`src/rtl/pipe_pkg.sv`:
```
// pipe_pkg: types and constants shared by the pipeline tag bookkeeping.
//   stage_tag_t : hazard-relevant tag carried per pipeline register
//   TAG_BUBBLE  : all-zero tag loaded when a stage is killed
//   pipe_mode_e : per-cycle update mode (RUN / STALL / FLUSH)
package pipe_pkg;

  typedef struct packed {
    logic       valid;
    logic [4:0] rs1;
    logic [4:0] rs2;
    logic [4:0] rd;
    logic       regwrite;
    logic       memread;
  } stage_tag_t;

  localparam stage_tag_t TAG_BUBBLE = '0;

  typedef enum logic [1:0] {
    MODE_RUN   = 2'd0,
    MODE_STALL = 2'd1,
    MODE_FLUSH = 2'd2
  } pipe_mode_e;

  // Stall wins over flush; the hazard unit re-issues flush once the stall clears.
  function automatic pipe_mode_e decode_mode(input logic stall, input logic flush);
    if (stall)      return MODE_STALL;
    else if (flush) return MODE_FLUSH;
    else            return MODE_RUN;
  endfunction

endpackage

```
`src/rtl/pipe_tag_reg.sv`:
```
// pipe_tag_reg: one pipeline tag register.
//   clk_i  : clock, rising edge
//   rst_i  : asynchronous active-high reset (clears to a bubble)
//   en_i   : load tag_i when set, otherwise hold
//   kill_i : load a bubble (overrides en_i)
//   tag_i  : incoming tag
//   tag_o  : registered tag
module pipe_tag_reg
  import pipe_pkg::*;
(
  input  logic       clk_i,
  input  logic       rst_i,
  input  logic       en_i,
  input  logic       kill_i,
  input  stage_tag_t tag_i,
  output stage_tag_t tag_o
);

  stage_tag_t tag_q, tag_d;

  always_comb begin
    tag_d = tag_q;
    if (kill_i)    tag_d = TAG_BUBBLE;
    else if (en_i) tag_d = tag_i;
  end

  always_ff @(posedge clk_i or posedge rst_i) begin
    if (rst_i) tag_q <= TAG_BUBBLE;
    else       tag_q <= tag_d;
  end

  assign tag_o = tag_q;

endmodule

```
`src/rtl/pipe_tag_ctrl.sv`:
```
// pipe_tag_ctrl: carries hazard tags through IF/ID, ID/EX, EX/MEM, MEM/WB,
// applies stall/flush and keeps retire/stall/flush counters.
//   clk, rst                 : clock, async active-high reset
//   if_valid                 : fetch presents a real instruction
//   id_rs1/rs2/rd, id_regwrite, id_memread : decoded fields of the IF/ID instruction
//   stall, flush             : hazard unit requests
//   pc_en, idex_en           : datapath register enables (= !stall)
//   ifid_valid, idex_*, exmem_*, memwb_* : exported stage tags
//   retire_cnt, stall_cnt, flush_cnt     : wrapping performance counters
module pipe_tag_ctrl
  import pipe_pkg::*;
#(
  parameter int CNT_W = 32
)
(
  input  logic             clk,
  input  logic             rst,
  input  logic             if_valid,
  input  logic [4:0]       id_rs1,
  input  logic [4:0]       id_rs2,
  input  logic [4:0]       id_rd,
  input  logic             id_regwrite,
  input  logic             id_memread,
  input  logic             stall,
  input  logic             flush,
  output logic             pc_en,
  output logic             idex_en,
  output logic             ifid_valid,
  output logic             idex_valid,
  output logic [4:0]       idex_rs1,
  output logic [4:0]       idex_rs2,
  output logic [4:0]       idex_rd,
  output logic             idex_regwrite,
  output logic             exmem_valid,
  output logic [4:0]       exmem_rd,
  output logic             exmem_regwrite,
  output logic             exmem_memread,
  output logic             memwb_valid,
  output logic [4:0]       memwb_rd,
  output logic             memwb_regwrite,
  output logic [CNT_W-1:0] retire_cnt,
  output logic [CNT_W-1:0] stall_cnt,
  output logic [CNT_W-1:0] flush_cnt
);

  pipe_mode_e mode;
  logic       in_stall, in_flush;
  stage_tag_t ifid_d, ifid_q, idex_d, idex_q, exmem_q, memwb_q;

  logic [CNT_W-1:0] retire_cnt_q, retire_cnt_d;
  logic [CNT_W-1:0] stall_cnt_q,  stall_cnt_d;
  logic [CNT_W-1:0] flush_cnt_q,  flush_cnt_d;

  assign mode     = decode_mode(stall, flush);
  assign in_stall = (mode == MODE_STALL);
  assign in_flush = (mode == MODE_FLUSH);

  assign pc_en   = !stall;
  assign idex_en = !stall;

  // IF/ID keeps only valid; the decoded fields arrive on id_* while the
  // instruction sits in IF/ID and are captured (gated by valid) into ID/EX.
  always_comb begin
    ifid_d       = TAG_BUBBLE;
    ifid_d.valid = if_valid;
    idex_d       = TAG_BUBBLE;
    if (ifid_q.valid) begin
      idex_d.valid    = 1'b1;
      idex_d.rs1      = id_rs1;
      idex_d.rs2      = id_rs2;
      idex_d.rd       = id_rd;
      idex_d.regwrite = id_regwrite;
      idex_d.memread  = id_memread;
    end
  end

  pipe_tag_reg u_ifid (
    .clk_i (clk), .rst_i (rst), .en_i (!in_stall), .kill_i (in_flush),
    .tag_i (ifid_d), .tag_o (ifid_q)
  );

  pipe_tag_reg u_idex (
    .clk_i (clk), .rst_i (rst), .en_i (!in_stall), .kill_i (in_flush),
    .tag_i (idex_d), .tag_o (idex_q)
  );

  // The branch in ID/EX survives a flush; only the younger stages die.
  pipe_tag_reg u_exmem (
    .clk_i (clk), .rst_i (rst), .en_i (1'b1), .kill_i (in_stall),
    .tag_i (idex_q), .tag_o (exmem_q)
  );

  pipe_tag_reg u_memwb (
    .clk_i (clk), .rst_i (rst), .en_i (1'b1), .kill_i (1'b0),
    .tag_i (exmem_q), .tag_o (memwb_q)
  );

  always_comb begin
    retire_cnt_d = retire_cnt_q;
    stall_cnt_d  = stall_cnt_q;
    flush_cnt_d  = flush_cnt_q;
    if (memwb_q.valid) retire_cnt_d = retire_cnt_q + CNT_W'(1);
    if (in_stall)      stall_cnt_d  = stall_cnt_q  + CNT_W'(1);
    if (in_flush)      flush_cnt_d  = flush_cnt_q  + CNT_W'(1);
  end

  always_ff @(posedge clk or posedge rst) begin
    if (rst) begin
      retire_cnt_q <= '0;
      stall_cnt_q  <= '0;
      flush_cnt_q  <= '0;
    end else begin
      retire_cnt_q <= retire_cnt_d;
      stall_cnt_q  <= stall_cnt_d;
      flush_cnt_q  <= flush_cnt_d;
    end
  end

  assign ifid_valid     = ifid_q.valid;
  assign idex_valid     = idex_q.valid;
  assign idex_rs1       = idex_q.rs1;
  assign idex_rs2       = idex_q.rs2;
  assign idex_rd        = idex_q.rd;
  assign idex_regwrite  = idex_q.regwrite;
  assign exmem_valid    = exmem_q.valid;
  assign exmem_rd       = exmem_q.rd;
  assign exmem_regwrite = exmem_q.regwrite;
  assign exmem_memread  = exmem_q.memread;
  assign memwb_valid    = memwb_q.valid;
  assign memwb_rd       = memwb_q.rd;
  assign memwb_regwrite = memwb_q.regwrite;
  assign retire_cnt     = retire_cnt_q;
  assign stall_cnt      = stall_cnt_q;
  assign flush_cnt      = flush_cnt_q;

  // Tag fields that no consumer reads downstream of their stage.
  logic unused_tag_bits;
  assign unused_tag_bits = ^{ifid_q.rs1, ifid_q.rs2, ifid_q.rd, ifid_q.regwrite,
                             ifid_q.memread, exmem_q.rs1, exmem_q.rs2,
                             memwb_q.rs1, memwb_q.rs2, memwb_q.memread};

endmodule

```
`config.mk`:
```
export PLATFORM = sky130hd
export DESIGN_NAME = pipe_tag_ctrl
export DESIGN_NICKNAME = d
export VERILOG_FILES = /design/src/rtl/pipe_pkg.sv /design/src/rtl/pipe_tag_reg.sv /design/src/rtl/pipe_tag_ctrl.sv
export SDC_FILE = /design/constraint.sdc
export NUM_CORES = 1
export LEC_CHECK = 0
export CAP_MARGIN = 5
export CORE_MARGIN = 2
export CORE_UTILIZATION = 30
export DETAILED_ROUTE_END_ITERATION = 7
export SETUP_SLACK_MARGIN = 0.4
export SLEW_MARGIN = 25
export SYNTH_ARGS = -nofsm -noshare
export SYNTH_HDL_FRONTEND = slang
export SYNTH_SLANG_ARGS = --single-unit
```
`constraint.sdc`:
```
create_clock -name clk -period 11.85 [get_ports clk]
set_input_delay 2.37 -clock clk [delete_from_list [all_inputs] [get_ports clk]]
set_output_delay 2.37 -clock clk [all_outputs]
set_load 0.01 [all_outputs]
```
==> metrics.md <==
| Metric | Value |
|---|---|
| Status | completed |
| Cts bufs inserted | 17 |
| CTS H-Tree Depth | 4 |
| Postcts setup bufs | 0 |
| CP arrival | 3790 ps |
| Max-slew violation count | 0 |
| Cell chosen for the clock root | clkbuf_16 |
| First-pass GRT wire length | 21.6 mm |
| DP Wirelength | 9.04 mm |
| Vias in the first global route | 4144 |
| CTS tree | done |
| Register bit count reported by yosys | 130 |
| Post-route DRC | 0 |
| Post-Place Cells | 812 |
| PwrDens | 153 nW/um^2 |
| Sequential-to-total area share from yosys stat | 58.0% |
| WS Path Type | primary input to primary output |
| Yosys top cell by area | dfrtp_1 |
| CP dominant cell by count | clkdlybuf4s50_1 |
| Slew HR | 42.8% |
| Fillers | 1712 |
| Post-route ant nets | 0 |
| Max incr delay on CP | 490 ps |
| Area of the multi-input gates | 2170 um^2 |
| Pre-CTS setup slack | 5690 ps |
| DR WL/cell | 15.5 um |
| Post-CTS sizing | 0 |
| F_max | 162 MHz |
| Slowest-stage cell, CP | clkdlybuf4s50_1 |
| Synth area leaders | dfrtp_1 58%, xnor2_1 9.7%, xor2_1 4.8% |
| Synth Warn # | 0 |
| Vias | 4060 |
| Worst-margin pin slew | 857 ps |
| Setup WS post-layout | 5690 ps |
| Sequential cell area | 3250 um^2 |
| Worst vdd ir | 0.0961 mV |
| Clock Sinks | 130 |
| Crit-path max FO | 38 |
| Antenna Cells | 0 |
| Starting Density | 30.9% |
| Worst path top cell family by delay | buffers and inverters |
| Yosys top cell area share | 58.0% |
| PortBufs | 152 |
| Mapped Area | 5600 um^2 |
| Proportion of layout cells with a drive suffix above 1 | 8.78% |
| Die Ht | 141 um |
| Worst-skew pair later-pin latency | 410 ps |
| Die ar. | 19800 um^2 |
| Drt pass-1 iters | 4 |
| Final period util | 52.0% |
| Clk_skew | 9.16 ps |
| Routed vias/inst | 4.81 |
| Detailed Route WL | 13.1 mm |
| GP Congestion | 0.746 |
| Syn nets | 483 |
| Syn_area_per_cell | 12.2 um^2 |
| NumNets Final | 627 |
| Die width | 141 um |
| Initial antenna violation count | 0 |
| RSZ-0062 raised after global routing | false |
| WP buf/inv | 4 |
| Max-Cap Viols | 0 |
| Iter 0 DRT Violations | 230 |
| CP endpoint kind | primary output |
| Core Util, Final | 43.4% |
| Post-Synthesis Cells | 458 |
| Final Hold Viols | 0 |
| Clock transition at the registers of the reported paths | 50 ps |
| Final Non-Filler Cells | 844 |
| GRT Residual Overflow | 0 |
| Row cnt | 49 |
| Post-CTS Hold Buffers | 0 |
| CORE AREA | 18100 um^2 |
| Setup crit start kind | primary input |
| Setup TNS | 0 ps |
| I/O Pins | 153 |
| Total power | 1.20 mW |
| Final min period | 6160 ps |
| Distinct cells, synth | 32 |
| Largest net degree at the start of global routing | 69 |
| Data required, critical path | 9480 ps |
| GR Util All Layers | 13.7% |
| Worst path cell trace | clkdlybuf4s50_1 -> buf_4 -> inv_1 -> clkdlybuf4s50_1 |
| Hold Crit Class | flip-flop to flip-flop |
| CTS max path bufs | 2 |
| Leak | 3.40 nW |
| Final setup vio count | 0 |
| Synthesis-to-layout area growth | 40.5% |
stage by stage:
step / area [um^2] / hold WS, ps
2_1_floorplan: 5600 / 416
3_3_place_gp: 7250 / 368
3_5_place_dp: 7250 / 367
4_1_cts: 7870 / 380
5_1_grt: 7880 / 385
6_report: 7880 / 374
synthesized netlist by cell type:
master,n
dfrtp_1,130
xnor2_1,62
nand3_1,34
nand4_1,31
xor2_1,31
nand2_1,27
a22o_1,18
and3_1,17
buf_4,16
and4_1,14
nor2_1,12
nor4_2,9
nor2b_1,8
nor4_1,8
clkbuf_1,7
nor3_1,6
buf_2,3
ha_1,3
inv_1,3
mux2_2,3
or4_4,3
and2_1,2
buf_1,2
a21o_1,1
buf_6,1
nand2_2,1
nand3_2,1
nand3b_4,1
nand4b_2,1
nor4b_2,1
or2_2,1
or2b_1,1
logic make-up (layout without fill, tap and decap cells):
logic type	count (synthesis)	in the layout	share of synthesized area (%)
adder cells (fa/ha/maj)	3	3	0.670
multiplexers	3	3	0.603
AO/OA/AOI/OAI	19	19	2.95
XOR/XNOR	93	93	14.5
buffers and inverters	32	189	3.42
flip-flops	130	130	58.0
AND/OR/NAND/NOR	178	178	19.8
power by group:
| part | leakage (nW) | switching, mW | internal (mW) |
|---|---|---|---|
| Clock | 0.289 | 0.188 | 0.353 |
| Sequential | 1.78 | 0.0438 | 0.474 |
| Combinational | 1.34 | 0.0615 | 0.0841 |
cell type report:
class / count / area share (%)
inverters: 3 / 0.207
well taps: 229 / 3.64
clock buffers: 24 / 6.24
flip-flops and latches: 130 / 41.3
repair buffers: 154 / 19.5
clock inverters: 8 / 1.59
multi-input cells: 296 / 27.5
worst reg2reg max path, cell delays in order, from the launching register on:
cell,delay (ps)
dfrtp_1,510
nand4_1,330
nor4_1,760
nand4_1,200
xnor2_1,160
registers in the layout (all words and copies together) (netlist names):
register and cells:
retire_cnt 32, flush_cnt 32, stall_cnt 32, u_memwb.tag_o 7, u_exmem.tag_o 8, u_ifid.tag_o 1, u_idex.tag_o 18
worst paths after layout:
| path | startpoint | endpoint | slack (ps) | depth (start not counted) |
|---|---|---|---|---|
| setup reg to reg | u_memwb.tag_o[17] | retire_cnt[31] | 9780 | 4 |
| setup / recovery | stall | pc_en | 5690 | 4 |
| min in group asynchronous | rst | retire_cnt[13] | 2410 | 2 |
| hold / removal | u_exmem.tag_o[2] | u_memwb.tag_o[2] | 370 | 0 |
| hold reg to reg | u_exmem.tag_o[2] | u_memwb.tag_o[2] | 370 | 0 |
| max in group asynchronous | rst | u_exmem.tag_o[5] | 8130 | 3 |
metal layers:
layer	GRT usage, %	up-vias	routed length [um]
li1	-	1917	-
met4	5.37	0	147
met3	4.38	11	698
met1	17.3	2032	5900
met2	22.1	100	6350
met5	0	-	0
layout by cell type (no fill, tap or decap):
| cell | instances |
|---|---|
| clkbuf_1 | 3 |
| or2b_1 | 1 |
| nand3_2 | 1 |
| clkbuf_16 | 17 |
| bufinv_16 | 3 |
| nor4_1 | 7 |
| a21o_1 | 1 |
| nand2_2 | 1 |
| nor4_2 | 10 |
| nor4b_2 | 1 |
| nor2_1 | 12 |
| inv_6 | 1 |
| xnor2_1 | 62 |
| and2_1 | 2 |
| nand4b_2 | 1 |
| or2_2 | 1 |
| ha_1 | 3 |
| nand3_1 | 34 |
| clkdlybuf4s50_1 | 152 |
| nand4_1 | 31 |
| buf_4 | 2 |
| nand2_1 | 27 |
| clkinv_2 | 1 |
| inv_1 | 2 |
| nand3b_4 | 1 |
| and4_1 | 14 |
| or4_4 | 3 |
| clkbuf_8 | 4 |
| nor3_1 | 6 |
| a22o_1 | 18 |
| and3_1 | 17 |
| clkinvlp_4 | 4 |
| mux2_2 | 3 |
| xor2_1 | 31 |
| dfrtp_1 | 130 |
| nor2b_1 | 8 |
Power figures use the tool's default switching activity.
==> RTL change (same settings) <==
Set the parameter `CNT_W` to 40 (it was 32).
--- a/src/rtl/pipe_tag_ctrl.sv
+++ b/src/rtl/pipe_tag_ctrl.sv
@@ -10,7 +10,7 @@
 module pipe_tag_ctrl
   import pipe_pkg::*;
 #(
-  parameter int CNT_W = 32
+  parameter int CNT_W = 40
 )
 (
   input  logic             clk,
Ports: changed (resized flush_cnt, retire_cnt and stall_cnt); port bits go from 153 to 177. No check against the original RTL was run, so the function may have changed too.
==> RTL change against the unedited design <==
Routed wire length increased by 17%; sequential cell count increased by 24; cell area increased by 18%; first-iteration DRC count decreased by 13%; power increased by 9.3%; global-route usage decreased by 0.15 points; worst setup slack improved by 400 ps; area after synthesis increased by 19%; critical path type unchanged; largest cell class unchanged.
==> RTL change: results (changes against the unedited design) <==
metric;value;unit;change
outcome;completed;;
crit_arrival;3390;ps;-400 ps
grt_first_pass_wirelength;25590;um;+18%
whs;377.9;ps;+3.940 ps
netlist_top_cells_area;sky130_fd_sc_hd__dfrtp_1, sky130_fd_sc_hd__xnor2_1, sky130_fd_sc_hd__xor2_1, sky130_fd_sc_hd__nand4_1, sky130_fd_sc_hd__nand3_1;;
flop_to_flop_setup_slack;9600;ps;-180 ps
port_buffers;176;;+16%
r2r_end;flush_cnt[36];;
gpl.final_weighted_congestion;0.7268;;-2.6%
detail_route.wl_per_cell;14.80;um;-4.6%
final_net_count;764;;+22%
post_route_cells_drive_above_1_share;7.057;%;-1.7 points
ys_types;37;;+16%
synth_fp_nets;592;;+23%
place.detailed.hpwl;10840;um;+20%
h_tree_lvls;4;;unchanged
cell_area_after_placement;0.008641;mm2;+19%
slew-limit-headroom;42.96;%;+0.11 points
timing.critical_path.fanout_max;2;;-95%
avgViaCountPerCell;4.630;;-3.7%
crit-reg2reg-launch;flush_cnt[0];;
irDropWorstVdd;0.1007;mV;+4.7%
async_set_or_reset_flop_fraction_in_the_synthesized_netlist;100.0;%;unchanged
maximum_clock_skew_at_final_layout;8.389;ps;-0.7714 ps
overall_global_routing_usage;13.57;%;-0.15 points
hold_path.startpoint;u_exmem.tag_o[3];;
post_synth_most_frequent_cells;sky130_fd_sc_hd__dfrtp_1, sky130_fd_sc_hd__xnor2_1, sky130_fd_sc_hd__nand2_1, sky130_fd_sc_hd__xor2_1, sky130_fd_sc_hd__nand3_1;;
synth-seq-area-share;57.83;%;-0.22 points
grt_max_degree;93;;+35%
first_global_vias;4732;;+14%
reg2regPathDepth;6;;+2
fillers;2110;;+23%
drt_first_iter_violations;201;;-13%
p_leak;3.979;nW;+17%
worstHoldEndpoint;u_memwb.tag_o[3];;
power.switching;0.3399;mW;+16%
path_clk_slew;70;ps;+20 ps
RTL change: cell count changes after synthesis, moves of 5 or more:
cell and delta:
sky130_fd_sc_hd__dfrtp_1 +24, sky130_fd_sc_hd__nand2_1 +20, sky130_fd_sc_hd__nor2_1 +16, sky130_fd_sc_hd__xnor2_1 +16, sky130_fd_sc_hd__inv_1 +9, sky130_fd_sc_hd__nor3_1 +8
sky130_fd_sc_hd__xor2_1 +8, sky130_fd_sc_hd__nand4_1 +6, sky130_fd_sc_hd__and3_1 -5
RTL change: power groups by stage:
stage | clock, mW | combinational [mW] | sequential (mW)
after global routing | 0.610 | 0.162 | 0.606
after detailed placement | 0 | 0.152 | 0.609
after global placement | 0 | 0.151 | 0.609
final | 0.570 | 0.148 | 0.599
after floorplan | 0 | 0.0561 | 0.614
after CTS | 0.588 | 0.153 | 0.600
RTL change: worst max path at each step:
stage	start	to	slack, ps
after floorplan	rst	flush_cnt[0]	5330
after global placement	stall	pc_en	6090
after detailed placement	stall	pc_en	6090
after CTS	stall	pc_en	6090
after global routing	stall	idex_en	6040
final	stall	pc_en	6090
RTL change: stage by stage:
stage	utilization (%)	instances	worst slack, ps
floorplan	-	567	5330
global placement	39.59	1000	6087
detailed placement	39.59	1000	6089
CTS	42.41	1031	6086
global route	42.41	1031	6038
finish	42.41	1031	6094
RTL change: logic make-up after synthesis:
logic type	after synthesis	synth area share [%]
adder cells (fa/ha/maj)	3	0.5633
multiplexers	2	0.3379
AND/OR/NAND/NOR	235	20.41
XOR/XNOR	117	15.38
flip-flops	154	57.83
AO/OA/AOI/OAI	19	2.478
buffers and inverters	37	3.004
RTL change: critical path, cell delays in order:
cell	delay [ps]
sky130_fd_sc_hd__clkdlybuf4s50_1	410
sky130_fd_sc_hd__inv_1	70
sky130_fd_sc_hd__clkdlybuf4s50_1	530
RTL change: layout make-up:
cell class | instances | area (um2) | share of cell area [%]
tap | 280 | 350.3 | 3.785
timing repair buffer | 178 | 1777 | 19.20
multi-input combinational | 376 | 2610 | 28.20
inverter | 12 | 50.05 | 0.5408
sequential | 154 | 3854 | 41.64
clock buffer | 17 | 425.4 | 4.596
clock inverter | 14 | 188.9 | 2.041
RTL change: per-layer routing:
metal | share of wire (%) | global-route usage (%) | routed length, um
met1 | 48 | 18.76 | 7345
met2 | 45 | 20.41 | 6904
met3 | 5.0 | 3.601 | 769
met4 | 1.5 | 5.203 | 235
met5 | 0 | 0 | 0
